File: src/rtl/mac_accum_drain.sv
// mac_accum_drain: folds the four mac_block C words into 1, 2 or 4 lanes,
// accumulates a burst of beats per lane, then streams the lane totals out.
//
// Handshakes: a transfer happens on a rising clk edge where valid && ready
// are both high. valid, once raised, is held with its data/lane/last stable
// until the transfer completes; ready may change freely.
`timescale 1ns/1ps

module mac_accum_drain #(
   parameter int MIN_W = 8,
   parameter int INT_W = 40,
   parameter int ACC_W = 48,
   parameter int LEN_W = 8
) (
   input  logic             clk,
   input  logic             rst,
   input  logic             start,
   input  logic [1:0]       cfg_mode,
   input  logic [LEN_W-1:0] cfg_len,
   input  logic             in_valid,
   output logic             in_ready,
   input  logic [INT_W-1:0] c0,
   input  logic [INT_W-1:0] c1,
   input  logic [INT_W-1:0] c2,
   input  logic [INT_W-1:0] c3,
   output logic             out_valid,
   input  logic             out_ready,
   output logic [ACC_W-1:0] out_data,
   output logic [1:0]       out_lane,
   output logic             out_last,
   output logic             busy,
   output logic             cfg_err,
   output logic [1:0]       dbg_state
);

   localparam logic [1:0] MODE_SINGLE = 2'd0;
   localparam logic [1:0] MODE_DUAL   = 2'd1;
   localparam logic [1:0] MODE_QUAD   = 2'd2;

   typedef enum logic [1:0] {
      S_IDLE  = 2'd0,
      S_ACCUM = 2'd1,
      S_DRAIN = 2'd2
   } state_t;

   state_t           state;
   logic [1:0]       mode_r;
   logic [LEN_W-1:0] len_r;
   logic [LEN_W-1:0] cnt;
   logic [ACC_W-1:0] acc  [4];
   logic [ACC_W-1:0] lane [4];
   logic [1:0]       last_idx;
   logic [1:0]       idx_nx;

   // The low ACC_W bits of a sum depend only on the low ACC_W bits of its
   // terms, so forming lanes directly at ACC_W equals forming them at
   // INT_W+3*MIN_W and truncating afterwards.
   logic [ACC_W-1:0] x0, x1, x2, x3;
   assign x0 = ACC_W'(c0);
   assign x1 = ACC_W'(c1);
   assign x2 = ACC_W'(c2);
   assign x3 = ACC_W'(c3);

   // Lane formation from the latched mode; lanes a mode does not use stay 0
   always_comb begin
      for (int k = 0; k < 4; k++) lane[k] = '0;
      case (mode_r)
         MODE_SINGLE: begin
            lane[0] = x0;
            lane[1] = x1;
            lane[2] = x2;
            lane[3] = x3;
         end
         MODE_DUAL: begin
            lane[0] = x0 + (x1 << MIN_W);
            lane[1] = x2 + (x3 << MIN_W);
         end
         MODE_QUAD: begin
            lane[0] = x0 + (x1 << MIN_W) + (x2 << (2 * MIN_W)) + (x3 << (3 * MIN_W));
         end
         default: ;
      endcase
   end

   // Index of the final lane emitted in the latched mode
   always_comb begin
      case (mode_r)
         MODE_SINGLE: last_idx = 2'd3;
         MODE_DUAL:   last_idx = 2'd1;
         default:     last_idx = 2'd0;
      endcase
   end

   assign idx_nx    = out_lane + 2'd1;
   assign out_data  = acc[out_lane];
   assign dbg_state = state;

   // Control FSM with registered handshake/status outputs and accumulators
   always_ff @(posedge clk or negedge rst) begin
      if (!rst) begin
         state     <= S_IDLE;
         mode_r    <= MODE_SINGLE;
         len_r     <= '0;
         cnt       <= '0;
         for (int k = 0; k < 4; k++) acc[k] <= '0;
         out_lane  <= 2'd0;
         in_ready  <= 1'b0;
         out_valid <= 1'b0;
         out_last  <= 1'b0;
         busy      <= 1'b0;
         cfg_err   <= 1'b0;
      end else begin
         cfg_err <= 1'b0;
         case (state)
            S_IDLE: begin
               if (start) begin
                  if (cfg_mode == MODE_SINGLE || cfg_mode == MODE_DUAL || cfg_mode == MODE_QUAD) begin
                     mode_r   <= cfg_mode;
                     len_r    <= cfg_len;
                     cnt      <= '0;
                     for (int k = 0; k < 4; k++) acc[k] <= '0;
                     out_lane <= 2'd0;
                     in_ready <= 1'b1;
                     busy     <= 1'b1;
                     state    <= S_ACCUM;
                  end else begin
                     cfg_err <= 1'b1;
                  end
               end
            end
            S_ACCUM: begin
               if (in_valid) begin
                  for (int k = 0; k < 4; k++) acc[k] <= acc[k] + lane[k];
                  cnt <= cnt + LEN_W'(1);
                  if (cnt == len_r) begin
                     in_ready  <= 1'b0;
                     out_valid <= 1'b1;
                     out_lane  <= 2'd0;
                     out_last  <= (last_idx == 2'd0);
                     state     <= S_DRAIN;
                  end
               end
            end
            S_DRAIN: begin
               if (out_ready) begin
                  if (out_last) begin
                     out_valid <= 1'b0;
                     out_last  <= 1'b0;
                     out_lane  <= 2'd0;
                     busy      <= 1'b0;
                     state     <= S_IDLE;
                  end else begin
                     out_lane <= idx_nx;
                     out_last <= (idx_nx == last_idx);
                  end
               end
            end
            default: state <= S_IDLE;
         endcase
      end
   end

endmodule

File: config.mk
export PLATFORM = sky130hd
export DESIGN_NAME = mac_accum_drain
export DESIGN_NICKNAME = d
export VERILOG_FILES = /design/src/rtl/mac_accum_drain.sv
export SDC_FILE = /design/constraint.sdc
export NUM_CORES = 1
export LEC_CHECK = 0
export CORE_MARGIN = 2
export CORE_UTILIZATION = 35
export DETAILED_ROUTE_END_ITERATION = 12
export GPL_ROUTABILITY_DRIVEN = 0
export REMOVE_ABC_BUFFERS = 1
export SYNTH_ARGS = -nofsm -noshare
export SYNTH_HDL_FRONTEND = slang
export SYNTH_SLANG_ARGS = --single-unit
File: constraint.sdc
create_clock -name clk -period 5.7 [get_ports clk]
set_clock_uncertainty 0.05 [all_clocks]
set_input_delay 1.14 -clock clk [delete_from_list [all_inputs] [get_ports clk]]
set_output_delay 1.14 -clock clk [all_outputs]
set_load 0.01 [all_outputs]
# Word level (Yosys, flattened, before mapping)
# Index checks and enable logic that the tools add are counted.
# totals
out_inout_bits	57
elab_cells	106
regBits	219
# op_classes
addsub	10
n_reduce_logical	18
n_mux	48
n_eq_ne	14
bitwise_logic	1
order_cmp	1
# op_table
op	count
two-way mux 192 bit	3
one-hot mux 192 bit (2 select lines)	1
adder 48 bit	5
one-hot mux 48 bit (3 select lines)	1
adder 40 x 48 -> 48 bit	2
binary-select mux 48 bit (select 2 bit)	1
two-way mux 48 bit	2
one-hot mux 48 bit (2 select lines)	1
two-way mux 88 bit	1
adder 48 x 40 -> 48 bit	1
two-way mux 2 bit	12
two-way mux 8 bit	3
one-hot mux 8 bit (2 select lines)	1
two-way mux 1 bit	15
AND reduction 5 bit	3
!= test 2 bit, second input constant	6
one-hot mux 2 bit (3 select lines)	2
AND reduction 6 bit	2
adder 8 x 1 -> 8 bit, second input constant	1
equality test 8 bit	1
logical NOT 2 bit	4
one-hot mux 1 bit (2 select lines)	4
AND reduction 4 bit	2
equality test 2 x 1 -> 1 bit, second input constant	3
other kinds (10)	15

# Logic depth before layout (Yosys ltp)
# Gate-level depths: netlist of the first run.
# depth
word_depth	7
mapped_depth	39
mapped_depth_nobuf	39

# Worst setup path after synthesis of the first run
# No wires, ideal clock.
# synth_timing
path_kind	input port to flip-flop
startpoint	input c0[8]
endpoint	register acc[191] (netlist name)
setup_time_ns	0.124
path_buffers	0
t_required_ns	5.526
setup_slack_ns	-2.393
t_arrival_ns	7.919
stages	37
path_cell_list	ha_1 inv_1 fa_1 nor2b_1 o21ai_1 a21boi_0 o21ai_1 a21oi_1 a21boi_0 o21ai_0 a21oi_1 o21bai_1 a21oi_1 xor2_1 fa_1 inv_1 ha_1 or3_1 a211oi_1 o211ai_1 a31oi_1 nor3_1 a2111oi_0 nand2b_1 o21bai_1 xor2_1 a22o_1 ha_1 and3_1 nand2_1 or3_1 o21a_1 a31oi_1 o41ai_2 xnor2_1 nor3_1 o21bai_1
# synth_via
elab_chain_len	7
# synth_rtl
item	line_no	rtl
start: declaration	22	input logic [INT_W-1:0] c0,
adder 40 x 48 -> 48 bit	75, 79	
adder 48 bit (2 in series)	79	lane[0] = x0 + (x1 << MIN_W) + (x2 << (2 * MIN_W)) + (x3 << (3 * MIN_W));
one-hot mux 48 bit (3 select lines) *	67	case (mode_r)
adder 48 bit *	133	for (int k = 0; k < 4; k++) acc[k] <= acc[k] + lane[k];
two-way mux 192 bit *	132	if (in_valid) begin
one-hot mux 192 bit (2 select lines) *	114	case (state)
end: declaration	50	logic [ACC_W-1:0] acc [4];
# Every way passes the cells marked *; elsewhere a longest branch is shown, timed or not. The select of a mux whose other input is x is not followed.
# A chain may end at the register's enable or synchronous reset.

# Worst setup path in the final report of the first run
# layout_timing
startpoint	input c1[11]
endpoint	register acc[191] (netlist name)
# layout_via
elab_chain_len	7
# layout_rtl
item	line_no	rtl
start: declaration	23	input logic [INT_W-1:0] c1,
adder 40 x 48 -> 48 bit *	75, 79	
adder 48 bit (2 in series)	79	
one-hot mux 48 bit (3 select lines) *	67	
adder 48 bit *	133	
two-way mux 192 bit *	132	
one-hot mux 192 bit (2 select lines) *	114	
# Marked as above.

==> impl_metrics.tcl, run 1 <==
set metrics [dict create \
    syn-cell-area_mm2 0.0251 \
    core_mm2 0.0712 \
    synth_cell_type_count 78 \
    io_pins 232 \
    viasPerCell 5.55 \
    htree_num_levels 1 \
    die_area_mm2 0.0740 \
    synth_xor_area_share_pct 9.61 \
    p_sw_mw 8.42 \
    grt_pass1_wl_um 157000 \
    crit_slowest_cell "fa_1" \
    synth.area.top_cells "dfrtp_1, ha_1, o21ai_0, a21oi_1, nand2_1" \
    violations "setup timing" \
    slew_viol_final 0 \
    synth_top_area_cell "dfrtp_1" \
    crit_type "in2reg" \
    fill_cells 6777 \
    netlist_instances 3036 \
    ys_ff_latch 219 \
    ys_warn_count 0 \
    slowest_delay_ns 0.52 \
    fp.dieH_um 272 \
    status "finished, violations left" \
    min_period_ns 7.68 \
    nets 4384 \
    cp-start-kind "primary input" \
    synth_top_flop_cell "dfrtp_1" \
    drt-initial-drc-count 2258 \
    first_global_vias 26300 \
    combPwrFrac_pct 73.2 \
    async_flop_share_pct 100 \
    drc 0 \
    path_max_fanout 4 \
    grt_max_degree 100 \
    layout_setup_ws_ns -1.98 \
    wl_met1_um 44500 \
    wl_met3_um 6700 \
    end_kind "register" \
    ir_worst_vdd_mv 0.288 \
    p_sw_share_pct 46.5 \
    avgRoutedWirePerCell_um 21.2 \
    hold_viol_final 0 \
    synth_top_family_by_area "compound AO/OA/AOI/OAI gates" \
    area_growth_pct 44.2 \
    start_util_pct 35.3 \
    clock_sinks 219 \
    intPower_mw 9.68 \
    setup_viol 31 \
    dr.pass1.iters 5 \
    p_total_mw 18.1 \
    hold_buffers 0 \
    antenna_found_initial 3 \
    synth_edf_count 0 \
    synth_seq_area_share_pct 21.8 \
    clockRootBuffer "clkbuf_16" \
    yosys.area_share.simple_pct 17.5 \
    tightest_slew_ns 0.988 \
    ant_nets 0 \
    cts_buffers 31 \
    cts_tree "yes" \
    place_hpwl_um 80700 \
    pwr-share-seq_pct 15.8 \
    die_w_um 272 \
    path_clk_slew_ns 0.06 \
    cap_viol_max_count 0 \
    cts_buffer_depth 3 \
    period_share_pct 135 \
    crit_arrival_ns 8.13 \
    final_layout_size_suffix_gt1_share_pct 27.2 \
    synthMuxAreaShare_pct 6.33 \
    pre_cts_ws_ns -3.60 \
    wl_um 104000 \
    fmax_ghz 0.130 \
    overflow 0 \
    synth-adder-area-share_pct 16.2 \
    vias 27100 \
    powerDensity_mw_per_mm2 500 \
    hp-class "reg2reg" \
    yosys-top-cells-count "nand2_1, o21ai_0, ha_1" \
    top_layer_used "met5" \
    track_usage_pct 27.2 \
    yosysMostFrequentCell "nand2_1" \
    portBuffers 231 \
    p_leak_nw 17.5 \
    synth.avg_cell_area_um2 8.28 \
    synth_compound_gate_area_share_pct 25.7 \
    power_frac_clock_pct 11.0 \
    rows 98 \
    dr_wl_met2_um 46800 \
    max_slew_margin_pct 34.1 \
    worst_ep_required_time_ns 6.15 \
    clk_latency_ns 0.62 \
    rsz0062_at_grt "yes" \
    synth_top_area_share_pct 21.8 \
]
-- critical path, delay by kind of cell --
family / cells / cell delay [ns]
xor+xnor: 3 / 0.52
mux: 1 / 0.14
simple gates: 11 / 1.98
fa+ha+maj: 4 / 1.35
compound gates: 11 / 2.14
buf+inv: 3 / 0.83
-- logic make-up after synthesis --
logic type	Yosys count
simple gates	928
flops	219
mux	99
fa+ha+maj	307
buf+inv	189
compound gates	1020
xor+xnor	274
-- what timing repair did --
| action | in CTS | in global routing |
|---|---|---|
| resized for setup | 311 | 139 |
| pin swaps | 152 | 137 |
| cloned | 0 | 0 |
| buffers inserted | 56 | 36 |
| hold endpoints to repair | 0 | 0 |
| setup endpoints to repair | 49 | 47 |
-- metrics by stage --
step                      utilization (%)  area [um^2]  cells  TNS [ns]  hold slack, ns
after floorplan                         -        24700   2917    -78.50           0.412
after global placement               46.5        33100   4749    -98.46           0.434
after detailed placement             46.5        33100   4749   -100.93           0.439
after CTS                            49.8        35500   4851    -27.88           0.453
after global routing                 50.8        36200   4878    -40.35           0.476
final                                50.9        36200   4879    -31.11           0.443
-- cell usage in the layout (no fill, tap or decap), types with 30 or more instances in the layout --
cell             count
mux2i_1             51
o21ai_0            228
buf_6               34
o21bai_1            34
and2_1              98
clkbuf_16           31
inv_1               68
xor2_1             123
nand3_1             47
clkdlybuf4s50_1    177
ha_1               247
o21ai_1             43
a22o_1              31
nor2_1             185
a21oi_1            208
buf_4              687
mux4_2              48
nand2_1            337
nor3_1              35
a21oi_2             44
nand4_1             36
dlygate4sd2_1       32
dfrtp_1            215
xnor2_1            138
a21o_1             171
nor2b_1             30
-- power groups by stage --
stage	sequential [mW]	combinational (mW)	clock, mW
2_1_floorplan	2.60	6.84	0
3_3_place_gp	2.86	11.7	0
3_5_place_dp	2.87	11.8	0
4_1_cts	2.85	12.5	2.03
5_1_grt	2.93	14.4	2.09
6_report	2.86	13.2	1.99
-- flip-flops by register name, indices dropped and copies added, names as in the netlist --
| signal | flops |
|---|---|
| cnt | 8 |
| out_valid | 1 |
| busy | 1 |
| dbg_state | 2 |
| in_ready | 1 |
| out_last | 1 |
| len_r | 8 |
| acc | 192 |
| cfg_err | 1 |
| out_lane | 2 |
| mode_r | 2 |
-- layer usage --
layer  GRT usage [%]  vias to the layer above
met3            3.63                      215
met1            36.2                    13000
li1                -                    12900
met4            12.2                        2
met5               0                        -
met2            43.9                      957
-- area by class of cell --
cell class | count | area, um^2 | area share, %
antenna | 2 | 5.00 | 0.0138
tap | 950 | 1190 | 3.28
timing repair buffer | 952 | 7830 | 21.6
clock inverter | 11 | 105 | 0.290
multi-input combinational | 2628 | 20400 | 56.4
inverter | 70 | 263 | 0.725
clock buffer | 47 | 926 | 2.56
sequential | 219 | 5490 | 15.2
-- final timing paths --
check	from	endpoint	slack [ns]	cells past startpoint
worst max-delay path	c1[11]	acc[191]$_DFFE_PN0P_	-1.98	33
worst max register to register	mode_r[0]$_DFFE_PN0P_	acc[44]$_DFFE_PN0P_	0.62	16
min in group asynchronous	rst	acc[33]$_DFFE_PN0P_	0.54	1
worst min-delay path	len_r[6]$_DFFE_PN0P_	len_r[6]$_DFFE_PN0P_	0.44	2
worst min register to register	len_r[6]$_DFFE_PN0P_	len_r[6]$_DFFE_PN0P_	0.44	2
max in group asynchronous	rst	out_lane[0]$_DFFE_PN0P_	3.97	2
No activity file was read; power rests on OpenSTA's default activity.
==> inputs of run 2 (changes only) <==
--- a/config.mk
+++ b/config.mk
@@ -7,2 +7,3 @@
 export LEC_CHECK = 0
+export CORE_ASPECT_RATIO = 0.8
 export CORE_MARGIN = 2
--- a/constraint.sdc
+++ b/constraint.sdc
@@ -4,2 +4,2 @@
 set_output_delay 1.14 -clock clk [all_outputs]
-set_load 0.01 [all_outputs]
+set_load 0.005 [all_outputs]
==> impl_metrics.tcl, run 2 (synthesized netlist as in run 1, its figures left out) <==
set metrics [dict create \
    cts_buffer_depth 3 \
    crit_type "in2reg" \
    worst_ep_required_time_ns 6.17 \
    drc 0 \
    layout_setup_ws_ns -2.09 \
    crit_arrival_ns 8.26 \
    r2r_slack_ns 0.46 \
    fin_cells 4897 \
    end_kind "register" \
    drt-initial-drc-count 2765 \
    p_leak_nw 17.6 \
    hp-class "in2async" \
    layout_common_cells "buf_4, nand2_1, ha_1" \
    grt_max_degree 106 \
    cap_viol_max_count 0 \
    fp.dieH_um 244 \
    ir_worst_vdd_mv 0.288 \
    overflow 0 \
    clock_sinks 219 \
    vias 27700 \
    wl_um 108000 \
    slowest_delay_ns 0.49 \
    portBuffers 231 \
    first_global_vias 26100 \
    clockRootBuffer "clkbuf_16" \
    start_util_pct 35.5 \
    tightest_slew_ns 1.11 \
    track_usage_pct 28.3 \
    core_mm2 0.0708 \
    cts_buffers 30 \
    p_total_mw 18.3 \
    largest_register_ff_count 192 \
    reg_top3 "acc: 192 flops, cnt: 8 flops, len_r: 8 flops" \
    nets 4419 \
    whs_ns 0.446 \
    mostFrequentLayoutCell "buf_4" \
    use_met1_pct 43.3 \
    max_slew_margin_pct 25.6 \
    fin_util_pct 51.6 \
    area_growth_pct 45.3 \
    placed_cells 4755 \
    ant_nets 0 \
    hold_buffers 0 \
    clk_latency_ns 0.63 \
    period_share_pct 137 \
    gr-usage-met2_pct 39.7 \
    fill_cells 6692 \
    place_hpwl_um 84900 \
    path_clk_slew_ns 0.06 \
    fmax_ghz 0.128 \
    finalSetupTns_ns -33.25 \
    io_pins 232 \
    htree_num_levels 1 \
    cts_tree "yes" \
    die_w_um 304 \
    crit_slowest_cell "fa_1" \
    grt_pass1_wl_um 160000 \
    top_register "acc" \
    rsz0062_at_grt "yes" \
    cp-start-kind "primary input" \
    min_period_ns 7.79 \
    dr.pass1.iters 6 \
    busiest_layer "met1" \
    setup_viol 35 \
    slew_viol_final 0 \
    avgRoutedWirePerCell_um 22.1 \
    die_area_mm2 0.0740 \
    status "finished, violations left" \
    violations "setup timing" \
    antenna_found_initial 8 \
    path_max_fanout 3 \
    use_met3_pct 6.03 \
    rows 87 \
    hold_viol_final 0 \
    final_layout_size_suffix_gt1_share_pct 28.0 \
    viasPerCell 5.65 \
    powerDensity_mw_per_mm2 500 \
]
run 2: changes by cell type in the layout (fill, tap and decap cells not counted), sizes merged:
cell and delta:
buf +37, clkbuf -20, clkinv +6, clkinvlp +6
clkdlybuf4s50 +4, bufinv +2, dlygate4sd2 -2, clkdlybuf4s15 +1
run 2: routing by layer:
layer / vias up / part of all wire (%)
met2: 1263 / 41
met1: 13300 / 46
met5: - / 0.022
met4: 4 / 2.8
met3: 148 / 11
li1: 13000 / -
run 2: final cells by class:
| class | instances | area (um^2) | share of cell area, % |
|---|---|---|---|
| multi-input combinational | 2628 | 20500 | 56.0 |
| timing repair buffer | 988 | 8110 | 22.2 |
| sequential | 219 | 5490 | 15.0 |
| tap | 934 | 1170 | 3.20 |
| clock buffer | 31 | 764 | 2.09 |
| inverter | 70 | 263 | 0.719 |
| clock inverter | 25 | 262 | 0.716 |
| antenna | 2 | 5.00 | 0.0137 |
run 2: power breakdown:
part           internal, mW  leakage (nW)  switching (mW)  total (mW)
Combinational          6.48          14.3            6.88        13.4
Clock                  1.12         0.488           0.887        2.01
Sequential             2.08          2.87           0.815        2.90
Total                  9.69          17.6            8.58        18.3
run 2: stage by stage:
step,setup WS (ns),area (um^2)
after floorplan,-2.50,24700
after global placement,-3.71,33300
after detailed placement,-3.77,33300
after CTS,-1.91,35800
after global routing,-2.36,36500
final,-2.09,36500
run 2: worst max-delay path, delay by kind of cell:
| kind | cells | cell delay [ns] |
|---|---|---|
| AO/OA/AOI/OAI | 19 | 3.12 |
| XOR/XNOR | 3 | 0.53 |
| adder cells (fa/ha/maj) | 5 | 1.42 |
| buffers and inverters | 6 | 0.62 |
| AND/OR/NAND/NOR | 8 | 1.42 |
run 2: what timing repair did:
item | 4_1_cts | 5_1_grt
resized for setup | 313 | 139
setup endpoints to repair | 50 | 48
buffers inserted | 55 | 33
pin swaps | 145 | 127
run 2: final timing paths:
path | start | end | cells after the start
max | c1[0] | acc[191]$_DFFE_PN0P_ | 41
min | rst | acc[34]$_DFFE_PN0P_ | 1
max reg2reg | mode_r[0]$_DFFE_PN0P_ | acc[40]$_DFFE_PN0P_ | 16
min reg2reg | len_r[5]$_DFFE_PN0P_ | len_r[5]$_DFFE_PN0P_ | 2
max in group asynchronous | rst | mode_r[1]$_DFFE_PN0P_ | 2
min in group clk | len_r[5]$_DFFE_PN0P_ | len_r[5]$_DFFE_PN0P_ | 2
